### src/rtl/neuron_accum_ctrl.sv
// rtl/neuron_accum_ctrl.sv - sequencing controller folding N_TERMS products into a bias via an external FP adder
//
// Ports:
//   clk, rst            clock, asynchronous active-high reset
//   clear               synchronous abort back to IDLE (wins over start)
//   start, bias         begin an evaluation, bias captured on the accepting edge
//   term_valid/ready    product handshake; term_data is the product, term_sub selects subtract
//   fpu_a/fpu_b/fpu_sub operands and op select driven to the shared combinational adder
//   fpu_result          adder result, registered into the accumulator on each accepted term
//   sum_valid/ready     final-sum handshake; sum_data/sum_exc carry the sum and sticky exponent-255 flag
//   busy                high whenever the controller is not idle

module neuron_accum_ctrl #(
    parameter int N_TERMS = 8,
    parameter int CNT_W   = 4
) (
    input  logic        clk,
    input  logic        rst,
    input  logic        clear,
    input  logic        start,
    input  logic [31:0] bias,
    input  logic        term_valid,
    input  logic [31:0] term_data,
    input  logic        term_sub,
    output logic        term_ready,
    output logic [31:0] fpu_a,
    output logic [31:0] fpu_b,
    output logic        fpu_sub,
    input  logic [31:0] fpu_result,
    output logic        sum_valid,
    output logic [31:0] sum_data,
    output logic        sum_exc,
    input  logic        sum_ready,
    output logic        busy
);

    typedef enum logic [1:0] {
        S_IDLE  = 2'd0,
        S_ACCUM = 2'd1,
        S_DONE  = 2'd2
    } state_t;

    localparam logic [CNT_W-1:0] LAST_CNT = CNT_W'(N_TERMS - 1);

    state_t           state_q, state_d;
    logic [31:0]      acc_q, acc_d;
    logic [CNT_W-1:0] cnt_q, cnt_d;
    logic             exc_q, exc_d;

    always_ff @(posedge clk or posedge rst) begin
        if (rst) begin
            state_q <= S_IDLE;
            acc_q   <= 32'h0;
            cnt_q   <= '0;
            exc_q   <= 1'b0;
        end else begin
            state_q <= state_d;
            acc_q   <= acc_d;
            cnt_q   <= cnt_d;
            exc_q   <= exc_d;
        end
    end

    always_comb begin
        state_d    = state_q;
        acc_d      = acc_q;
        cnt_d      = cnt_q;
        exc_d      = exc_q;
        term_ready = 1'b0;
        sum_valid  = 1'b0;
        fpu_a      = acc_q;
        fpu_b      = 32'h0;
        fpu_sub    = 1'b0;

        case (state_q)
            S_IDLE: begin
                if (start) begin
                    acc_d   = bias;
                    cnt_d   = '0;
                    exc_d   = (bias[30:23] == 8'hFF);
                    state_d = S_ACCUM;
                end
            end
            S_ACCUM: begin
                // term_ready is purely state-derived so there is no
                // combinational loop through the producer's valid.
                term_ready = 1'b1;
                fpu_b      = term_data;
                fpu_sub    = term_sub;
                if (term_valid) begin
                    acc_d = fpu_result;
                    cnt_d = cnt_q + CNT_W'(1);
                    exc_d = exc_q | (term_data[30:23] == 8'hFF)
                                  | (fpu_result[30:23] == 8'hFF);
                    if (cnt_q == LAST_CNT) begin
                        state_d = S_DONE;
                    end
                end
            end
            S_DONE: begin
                sum_valid = 1'b1;
                if (sum_ready) begin
                    state_d = S_IDLE;
                end
            end
            default: begin
                state_d = S_IDLE;
            end
        endcase

        // Abort overrides everything, including a start seen in IDLE.
        if (clear) begin
            state_d = S_IDLE;
            acc_d   = 32'h0;
            cnt_d   = '0;
            exc_d   = 1'b0;
        end
    end

    assign sum_data = acc_q;
    assign sum_exc  = exc_q;
    assign busy     = (state_q != S_IDLE);

endmodule

### config.mk
export PLATFORM = sky130hd
export DESIGN_NAME = neuron_accum_ctrl
export DESIGN_NICKNAME = d
export VERILOG_FILES = /design/src/rtl/neuron_accum_ctrl.sv
export SDC_FILE = /design/constraint.sdc
export NUM_CORES = 1
export LEC_CHECK = 0
export ABC_AREA = 1
export CAP_MARGIN = 40
export CELL_PAD_IN_SITES_DETAIL_PLACEMENT = 0
export CELL_PAD_IN_SITES_GLOBAL_PLACEMENT = 2
export CORE_UTILIZATION = 17
export CTS_CLUSTER_SIZE = 14
export DETAILED_ROUTE_END_ITERATION = 8
export GPL_TIMING_DRIVEN = 0
export PLACE_DENSITY = 0.86
export SLEW_MARGIN = 20
export SYNTH_ARGS = -nofsm -noshare
export SYNTH_HDL_FRONTEND = slang
export SYNTH_SLANG_ARGS = --single-unit
### constraint.sdc
create_clock -name clk -period 2.7 [get_ports clk]
set_clock_uncertainty 0.1 [all_clocks]
set_input_delay 0.675 -clock clk [delete_from_list [all_inputs] [get_ports clk]]
set_output_delay 0.675 -clock clk [all_outputs]
set_load 0.01 [all_outputs]
==> results of run 1 <==
## Yosys cell counts
cell type,count
nand2_2,1
nand3b_1,1
o21ai_0,4
nand2_1,186
xor2_1,1
dfrtp_1,39
nor2_4,2
a21oi_1,2
o31ai_1,1
inv_1,40
inv_2,4
buf_6,3
buf_2,8
or2_2,1
clkbuf_1,4
ha_1,1
nor2_1,51
nand4_1,2
nand3_1,37
buf_1,5
buf_4,32
## timing repair
action / in CTS / in global routing
hold endpoints to repair: 0 / 0
hold buffers: 0 / 0
endpoints found under the setup margin: 33 / 4
pin swaps: 1 / 0
buffers inserted: 3 / 0
resized for setup: 32 / 4
## layer usage
layer,vias up,track usage,wire length [um]
met1,1460,0.1498,4338
met4,0,0.03011,115
met3,8,0.03224,848
met2,154,0.2202,4760
li1,1666,-,-
met5,-,0,0
## cell families (layout without fill, tap and decap cells)
family	Yosys count	count (layout)	share of synthesized area
flops	39	39	0.3645
fa+ha+maj	1	1	0.004672
buf+inv	96	311	0.1916
simple gates	281	281	0.4220
compound gates	7	7	0.01402
xor+xnor	1	1	0.003272
## sequential cells by signal, summed over array words and instances (netlist names)
| register | flops |
|---|---|
| fpu_a | 32 |
| cnt_q | 4 |
| state_q | 2 |
| sum_exc | 1 |
## critical path: stages
cell	delay [ns]
clkdlybuf4s50_1	0.47
inv_1	0.04
nor2_1	0.09
clkdlybuf4s50_1	0.54
## metrics by stage
step | hold slack [ns] | instance area (um^2) | power, mW | setup TNS, ns | setup slack, ns
floorplan | 0.3753 | 2678 | 2.256 | 0 | 0.7260
global placement | 0.3910 | 4974 | 3.759 | -0.01675 | -0.01675
detailed placement | 0.3934 | 4994 | 3.781 | -0.1014 | -0.03646
CTS | 0.4095 | 5131 | 4.363 | 0 | 0.002626
global route | 0.4364 | 5141 | 4.612 | 0 | 0.06135
finish | 0.4005 | 5141 | 4.266 | 0 | 0.1169
## cell type report
class                           count  area, um^2  area share
Buffer                             52       356.6     0.06936
Inverter                           44       165.2     0.03212
Clock buffer                        7       132.6     0.02580
Clock inverter                      1       5.005   0.0009735
Multi-Input combinational cell    290        1189      0.2312
Tap cell                          211       264.0     0.05135
Sequential cell                    39       977.2      0.1901
Timing Repair Buffer              207        2052      0.3991
## where the power goes
| part | internal, mW | switching [mW] | total (mW) | leakage [nW] |
|---|---|---|---|---|
| registers | 0.809 | 0.191 | 0.999 | 0.509 |
| clock network | 0.342 | 0.234 | 0.576 | 0.0679 |
| logic | 1.50 | 1.19 | 2.69 | 2.15 |
## worst max path at each step
stage	end	cells past startpoint
CTS	fpu_b[11]	7
global placement	fpu_b[7]	7
finish	fpu_sub	4
floorplan	fpu_b[0]	6
detailed placement	fpu_b[7]	7
global route	fpu_sub	4
==> flow_metrics.tcl, run 1 <==
set metrics [dict create \
    cts-root-buf "clkbuf_16" \
    timing.critical_path.required_ns 1.92 \
    powerDensity_nw_per_um2 829.8 \
    cts_tree "done" \
    end_kind "output pin" \
    worst_skew_pair.late_latency_ns 0.28 \
    cts.sinks 39 \
    fill_cells 1661 \
    worst-r2r-setup-slack_ns 0.84 \
    first_iter_violations 111 \
    drc 0 \
    worst_pin_slew_ns 0.5613 \
    synthTopCellsByArea "dfrtp_1 36%, nand2_1 26%, buf_4 9.0%" \
    vias 3288 \
    final_nets 743 \
    setup_violations 0 \
    antenna_cells 0 \
    clock.fmax_mhz 387.1 \
    grt_pass1_wl_mm 15.88 \
    yosysTopAreaCellShare 0.3645 \
    synthCells 425 \
    final_hold_viol_count 0 \
    cts.clk_slew.worst_paths_ns 0.06 \
    grt_max_degree 32 \
    first_pass_iters 4 \
    slew_viol_final 0 \
    min_to "fpu_a[19]" \
    cp-start-kind "input port" \
    grt_antenna_before_repair 0 \
    die_x_um 127.5 \
    status "completed" \
    ir_worst_vdd_mv 0.3948 \
    grtUsageTotal 0.1245 \
    wirelength_mm 10.06 \
    cp.arrival_ns 1.81 \
    rows 45 \
    ys_types 21 \
    post-route-min-period_ns 2.583 \
    synth_nets 529 \
    core_um2 15310 \
    area_growth_pct 92.01 \
    hold_class "reg -> reg" \
    worstHoldPathCells 2 \
    fin_crit_sh 0.9567 \
    layout.cells.most_common "nand2_1" \
    ctsHtreeMaxLevel 2 \
    fin_util 0.3357 \
    dieArea_um2 16260 \
    numPlacedInstances 840 \
    cap_violations 0 \
    grt_pass1_vias 3256 \
    r2r-start "state_q[0]" \
    startpoint "term_sub" \
    final_cell_mix "186 x nand2_1, 173 x clkdlybuf4s50_1, 51 x nor2_1" \
    place_hpwl_mm 7.971 \
    r2r_end "fpu_a[5]" \
    drive_gt1_frac 0.1031 \
    globalplace.congestion 0.7713 \
    rsz0062_at_grt "false" \
    postRouteAntennaNets 0 \
    numCtsBuffers 5 \
    r2r_cells 9 \
    max_slew_margin 0.6258 \
    ys_seq_elements 39 \
    avgRoutedWirePerCell_um 11.82 \
    routed_via_density 3.864 \
    fp.dieH_um 127.5 \
    crit_type "in -> out" \
    syn_area_um2 2678 \
    io_pins 204 \
    holdCritStartpoint "fpu_a[19]" \
    crit_fanout 1 \
    final_cells 851 \
    synth.largest_area_cell "dfrtp_1" \
    cts_buffer_depth 2 \
    synth-seq-area-share 0.3645 \
    leakagePower_nw 2.729 \
    yosys_warnings 0 \
    start_util 0.1748 \
    avgSynthCellArea_um2 6.300 \
    overflow 0 \
    io_buffers 203 \
]
No activity file was read; power rests on OpenSTA's default activity.
==> run 2: changes to the inputs <==
- ABC_AREA: 1 -> 0
- CORE_UTILIZATION: 17 -> 18
- CTS_CLUSTER_SIZE: 14 -> default
==> run 2 against run 1 <==
  * Die area down 10%
  * Routed wire length up 2.1%
  * Combinational power down 72%
  * Maximum frequency down 0.39%
  * Worst hold slack better by 0.060 ns
  * Setup slack worse by 0.010 ns
  * Sequential power down 33%
  * Flip-flop and latch count unchanged
  * Highest routed layer unchanged
  * Cell area down 2.9%
  * First-iteration DRC count up 0.90%
  * Non-clock buffer count down 1
  * Final cell count down 19%
==> flow_metrics.tcl, run 2 <==
set metrics [dict create \
    status "completed" \
    grt_use_met2 0.2540 \
    synth_most_common_cell "nand2_1" \
    synthArstFlopShare 1.000 \
    fin_crit_sh 0.9604 \
    worst_skew_pair.late_latency_ns 0.28 \
    end_kind "output pin" \
    numPlacedInstances 685 \
    postRouteAntennaNets 0 \
    use_met3 0.04104 \
    routed_via_density 4.198 \
    cts_tree "done" \
    drc 0 \
    cts-root-buf "clkbuf_16" \
    hold_class "reg -> reg" \
    final_nets 615 \
    dpl_cell_area_um2 4808 \
    grtUsageTotal 0.1411 \
    synth_nets 406 \
    ys_types 30 \
    final_cells 692 \
    ctsHoldBuffers 0 \
    synth.largest_area_cell "dfrtp_1" \
    start_util 0.1838 \
    slew_viol_final 0 \
    overflow 0 \
    crit_fanout 10 \
    first_pass_iters 4 \
    vias 2905 \
    powerDensity_nw_per_um2 411.5 \
    numCtsBuffers 5 \
    first_iter_violations 112 \
    largest_reg_flops 32 \
    antenna_cells 0 \
    ir_worst_vdd_mv 0.2297 \
    cp.arrival_ns 1.82 \
    ys_seq_elements 39 \
    place_hpwl_mm 8.163 \
    rows 43 \
    final_cell_mix "168 x clkdlybuf4s50_1, 67 x nand2_1, 40 x nor2_1" \
    grt_antenna_before_repair 0 \
    area_growth_pct 96.41 \
    synth-seq-area-share 0.3840 \
    timing.critical_path.required_ns 1.92 \
    fin_area_um2 4991 \
    clock.fmax_mhz 385.6 \
    syn_area_um2 2541 \
    worst_pin_slew_ns 0.6688 \
    yosys_warnings 0 \
    cts.clk_slew.worst_paths_ns 0.06 \
    grtUsageMet1 0.1671 \
    ctsHtreeMaxLevel 2 \
    layout.cells.most_common "clkdlybuf4s50_1" \
    yosysTopAreaCellShare 0.3840 \
    cts_buffer_depth 2 \
    synth-edff-count 0 \
    io_buffers 202 \
    synth-main-ff-cell "dfrtp_1" \
    core_um2 13830 \
    die_x_um 120.8 \
    synthTopCellsByCount "67 x nand2_1, 40 x nor2_1, 39 x buf_4, 39 x dfrtp_1, 33 x and2_1" \
    cts.sinks 39 \
    final_hold_viol_count 0 \
    synthCells 302 \
    fp.dieH_um 120.8 \
    finalSetupTns_ns 0 \
    crit_type "reg -> out" \
    busiest_layer "met2" \
    rsz0062_at_grt "false" \
    cp-start-kind "flip-flop" \
    cap_violations 0 \
    post-route-min-period_ns 2.593 \
    fin_util 0.3610 \
    io_pins 204 \
    grt_pass1_vias 3054 \
    avgSynthCellArea_um2 8.415 \
    setup_violations 0 \
    dieArea_um2 14600 \
    synthTopCellsByArea "dfrtp_1 38%, buf_4 12%, nand2_1 9.9%" \
    max_slew_margin 0.5541 \
    grt_max_degree 23 \
    wirelength_mm 10.28 \
    grt_pass1_wl_mm 16.04 \
    drive_gt1_frac 0.1582 \
    avgRoutedWirePerCell_um 14.85 \
    globalplace.congestion 0.7626 \
    leakagePower_nw 2.156 \
]
==> run 2: worst max-delay path, stage by stage, from the launching register on <==
cell and delay, ns:
dfrtp_1 0.36, buf_4 0.16, nand2b_1 0.08, buf_6 0.15, inv_4 0.06, buf_12 0.14, clkbuf_8 0.15, and2_1 0.15
dlygate4sd2_1 0.28
==> run 2: per-stage QoR <==
step | hold WS, ns | setup WS (ns) | power [mW]
after floorplan | 0.4127 | 0.6162 | 0.9898
after global placement | 0.4306 | -0.2538 | 1.438
after detailed placement | 0.4517 | -0.2611 | 1.449
after CTS | 0.4576 | 0.01109 | 2.094
after global routing | 0.4694 | 0.005854 | 2.173
final | 0.4601 | 0.1068 | 2.054
==> run 2: path summary, 6_finish.rpt <==
path	from	to	slack [ns]	cells after the start
max	state_q[0]	fpu_b[19]	0.11	8
min	cnt_q[1]	cnt_q[1]	0.46	2
max reg2reg	state_q[1]	fpu_a[25]	0.97	7
min reg2reg	cnt_q[1]	cnt_q[1]	0.46	2
max in group asynchronous	rst	state_q[1]	1.38	3
min in group asynchronous	rst	fpu_a[17]	0.63	2
==> run 2: logic make-up after synthesis <==
logic type               after synthesis  share of synthesized area
buffers and inverters                 59                     0.1556
AND/OR/NAND/NOR                      159                     0.2851
adder cells (fa/ha/maj)                1                   0.004923
AO/OA/AOI/OAI                         40                     0.1536
flip-flops                            39                     0.3840
multiplexers                           4                    0.01674
==> run 2: final cells by class <==
class,count,area (um^2)
tap,180,225.2
multi-input combinational,204,1170
fill,1436,8836
clock inverter,1,7.507
buffer,54,411.6
inverter,3,13.76
clock buffer,7,152.6
sequential,39,977.2
timing repair buffer,204,2033
==> run 2: repair_timing <==
| action | CTS | global route |
|---|---|---|
| resized for setup | 61 | 3 |
| setup buffers | 1 | 0 |
| setup endpoints to repair | 34 | 20 |
==> run 2: power by group <==
part           leakage, nW  total [mW]  internal, mW  switching [mW]
combinational         1.57       0.746         0.454           0.293
sequential           0.511       0.672         0.631          0.0418
clock               0.0761       0.635         0.393           0.241
==> run 2: layer usage <==
layer / part of all wire / vias to the layer above
met5: 0 / -
met4: 0.0030 / 0
met3: 0.084 / 2
met2: 0.50 / 148
met1: 0.41 / 1346
li1: - / 1409
==> run 3: changes to the inputs <==
- PLACE_DENSITY: 0.86 -> 0.91
==> run 3 against run 2 <==
  * Via count rose by 0.31%
  * Clock power up 3.8%
  * Cell area fell by 0.88%
  * Critical endpoint unchanged
==> flow_metrics.tcl, run 3 (synthesized netlist as in run 2, its figures left out) <==
set metrics [dict create \
    status "completed" \
    overflow 0 \
    final_cell_mix "168 x clkdlybuf4s50_1, 67 x nand2_1, 40 x buf_4, 40 x nor2_1, 39 x dfrtp_1" \
    post-route-min-period_ns 2.612 \
    avgRoutedWirePerCell_um 14.26 \
    ctsHtreeMaxLevel 2 \
    die_x_um 120.8 \
    numPlacedInstances 685 \
    rows 43 \
    fin_util 0.3578 \
    grt_pass1_wl_mm 15.42 \
    first_pass_iters 5 \
    numCtsBuffers 5 \
    cts-root-buf "clkbuf_16" \
    cts_buffer_depth 2 \
    cp.arrival_ns 1.84 \
    globalplace.congestion 0.7324 \
    min_to "cnt_q[1]" \
    final_hold_viol_count 0 \
    first_iter_violations 163 \
    holdCritStartpoint "cnt_q[1]" \
    setup_violations 0 \
    wirelength_mm 9.881 \
    worst_slack_ns 0.08810 \
    final_nets 617 \
    crit_type "reg -> out" \
    grt_antenna_before_repair 0 \
    cp-start-kind "flip-flop" \
    fin_area_um2 4947 \
    max_slew_margin 0.5698 \
    grtUsageTotal 0.1362 \
    area_growth_pct 94.68 \
    r2r_cells 8 \
    final_cells 693 \
    r2r-start "state_q[1]" \
    slew_viol_final 0 \
    powerDensity_nw_per_um2 419.4 \
    clock.fmax_mhz 382.9 \
    io_buffers 202 \
    io_pins 204 \
    antenna_cells 0 \
    drc 0 \
    timing.critical_path.required_ns 1.92 \
    fp.dieH_um 120.8 \
    cts_tree "done" \
    fill_cells 1410 \
    grt_max_degree 23 \
    hold_class "reg -> reg" \
    vias 2914 \
    largest_reg_flops 32 \
    start_util 0.1838 \
    finalSetupTns_ns 0 \
    cts.clk_slew.worst_paths_ns 0.06 \
    ir_worst_vdd_mv 0.3061 \
    r2r_end "fpu_a[28]" \
    layout.cells.most_common "clkdlybuf4s50_1" \
    end_kind "output pin" \
    dieArea_um2 14600 \
    worst_skew_pair.late_latency_ns 0.28 \
    place_hpwl_mm 7.974 \
    leakagePower_nw 2.149 \
    worst-r2r-setup-slack_ns 1.02 \
    routed_via_density 4.205 \
    worst_pin_slew_ns 0.6453 \
    ctsHoldBuffers 0 \
    dpl_cell_area_um2 4816 \
    grt_pass1_vias 3017 \
    dpl_worst_slack_ns -0.2095 \
    cts.sinks 39 \
    cap_violations 0 \
    crit_fanout 10 \
    core_um2 13830 \
    worstHoldPathCells 2 \
    rsz0062_at_grt "false" \
    drive_gt1_frac 0.1852 \
    postRouteAntennaNets 0 \
    fin_crit_sh 0.9674 \
]
[run 3: changes by cell type in the layout (fill, tap and decap cells not counted), moves of 2 or more]
cell and delta:
clkbuf_2 +12, dlygate4sd2_1 -7, clkdlybuf4s15_1 -6, buf_4 +3, clkbuf_8 -3, and2_1 -2, and2_4 +2, buf_12 -2
[run 3: cell type report]
type / instances / area [um^2] / share of cell area
Buffer: 56 / 412.9 / 0.08346
Clock buffer: 6 / 128.9 / 0.02605
Clock inverter: 1 / 30.03 / 0.006070
Inverter: 3 / 16.27 / 0.003288
Multi-Input combinational cell: 204 / 1175 / 0.2375
Sequential cell: 39 / 975.9 / 0.1973
Tap cell: 180 / 225.2 / 0.04552
Timing Repair Buffer: 204 / 1983 / 0.4009
[run 3: timing repair]
action                                  CTS  global route
endpoints found under the setup margin   34            20
buffers inserted                          0             1
resized for setup                        63            20
gates cloned                              0             0
[run 3: where the power goes]
part | internal (mW) | leakage [nW] | total [mW] | switching (mW)
Combinational | 0.451 | 1.56 | 0.744 | 0.294
Clock | 0.431 | 0.0769 | 0.659 | 0.228
Sequential | 0.631 | 0.512 | 0.672 | 0.0412
Total | 1.51 | 2.15 | 2.08 | 0.562
[run 3: worst max-delay path by stage]
| stage | slack, ns | to | startpoint | cells past startpoint |
|---|---|---|---|---|
| 6_report | 0.09 | fpu_b[19] | state_q[1] | 8 |
| 5_1_grt | 0.004 | fpu_b[19] | state_q[1] | 8 |
| 4_1_cts | 0.003 | fpu_b[26] | state_q[1] | 8 |
| 3_5_place_dp | -0.21 | fpu_b[16] | state_q[1] | 8 |
| 3_3_place_gp | -0.22 | fpu_b[16] | state_q[1] | 8 |
| 2_1_floorplan | 0.62 | fpu_b[10] | state_q[1] | 6 |
[run 3: critical path, cell delays in order, from the launching register on]
cell and delay (ns):
dfrtp_1 0.36, buf_2 0.16, nand2b_1 0.16, buf_6 0.15
inv_6 0.08, buf_8 0.12, clkbuf_8 0.14, and2_1 0.12
dlygate4sd2_1 0.26
[run 3: per-layer routing]
layer	wire length, um	vias to the layer above	global-route usage
li1	-	1416	-
met1	4069	1347	0.1619
met2	4924	144	0.2446
met3	827	7	0.03868
met4	59	0	0.02315
met5	0	-	0
[run 3: per-stage QoR]
stage	total power, mW	hold slack, ns
detailed placement	1.445	0.4565
global placement	1.434	0.4328
global route	2.183	0.5167
CTS	2.106	0.4640
finish	2.075	0.4654
floorplan	0.9898	0.4127
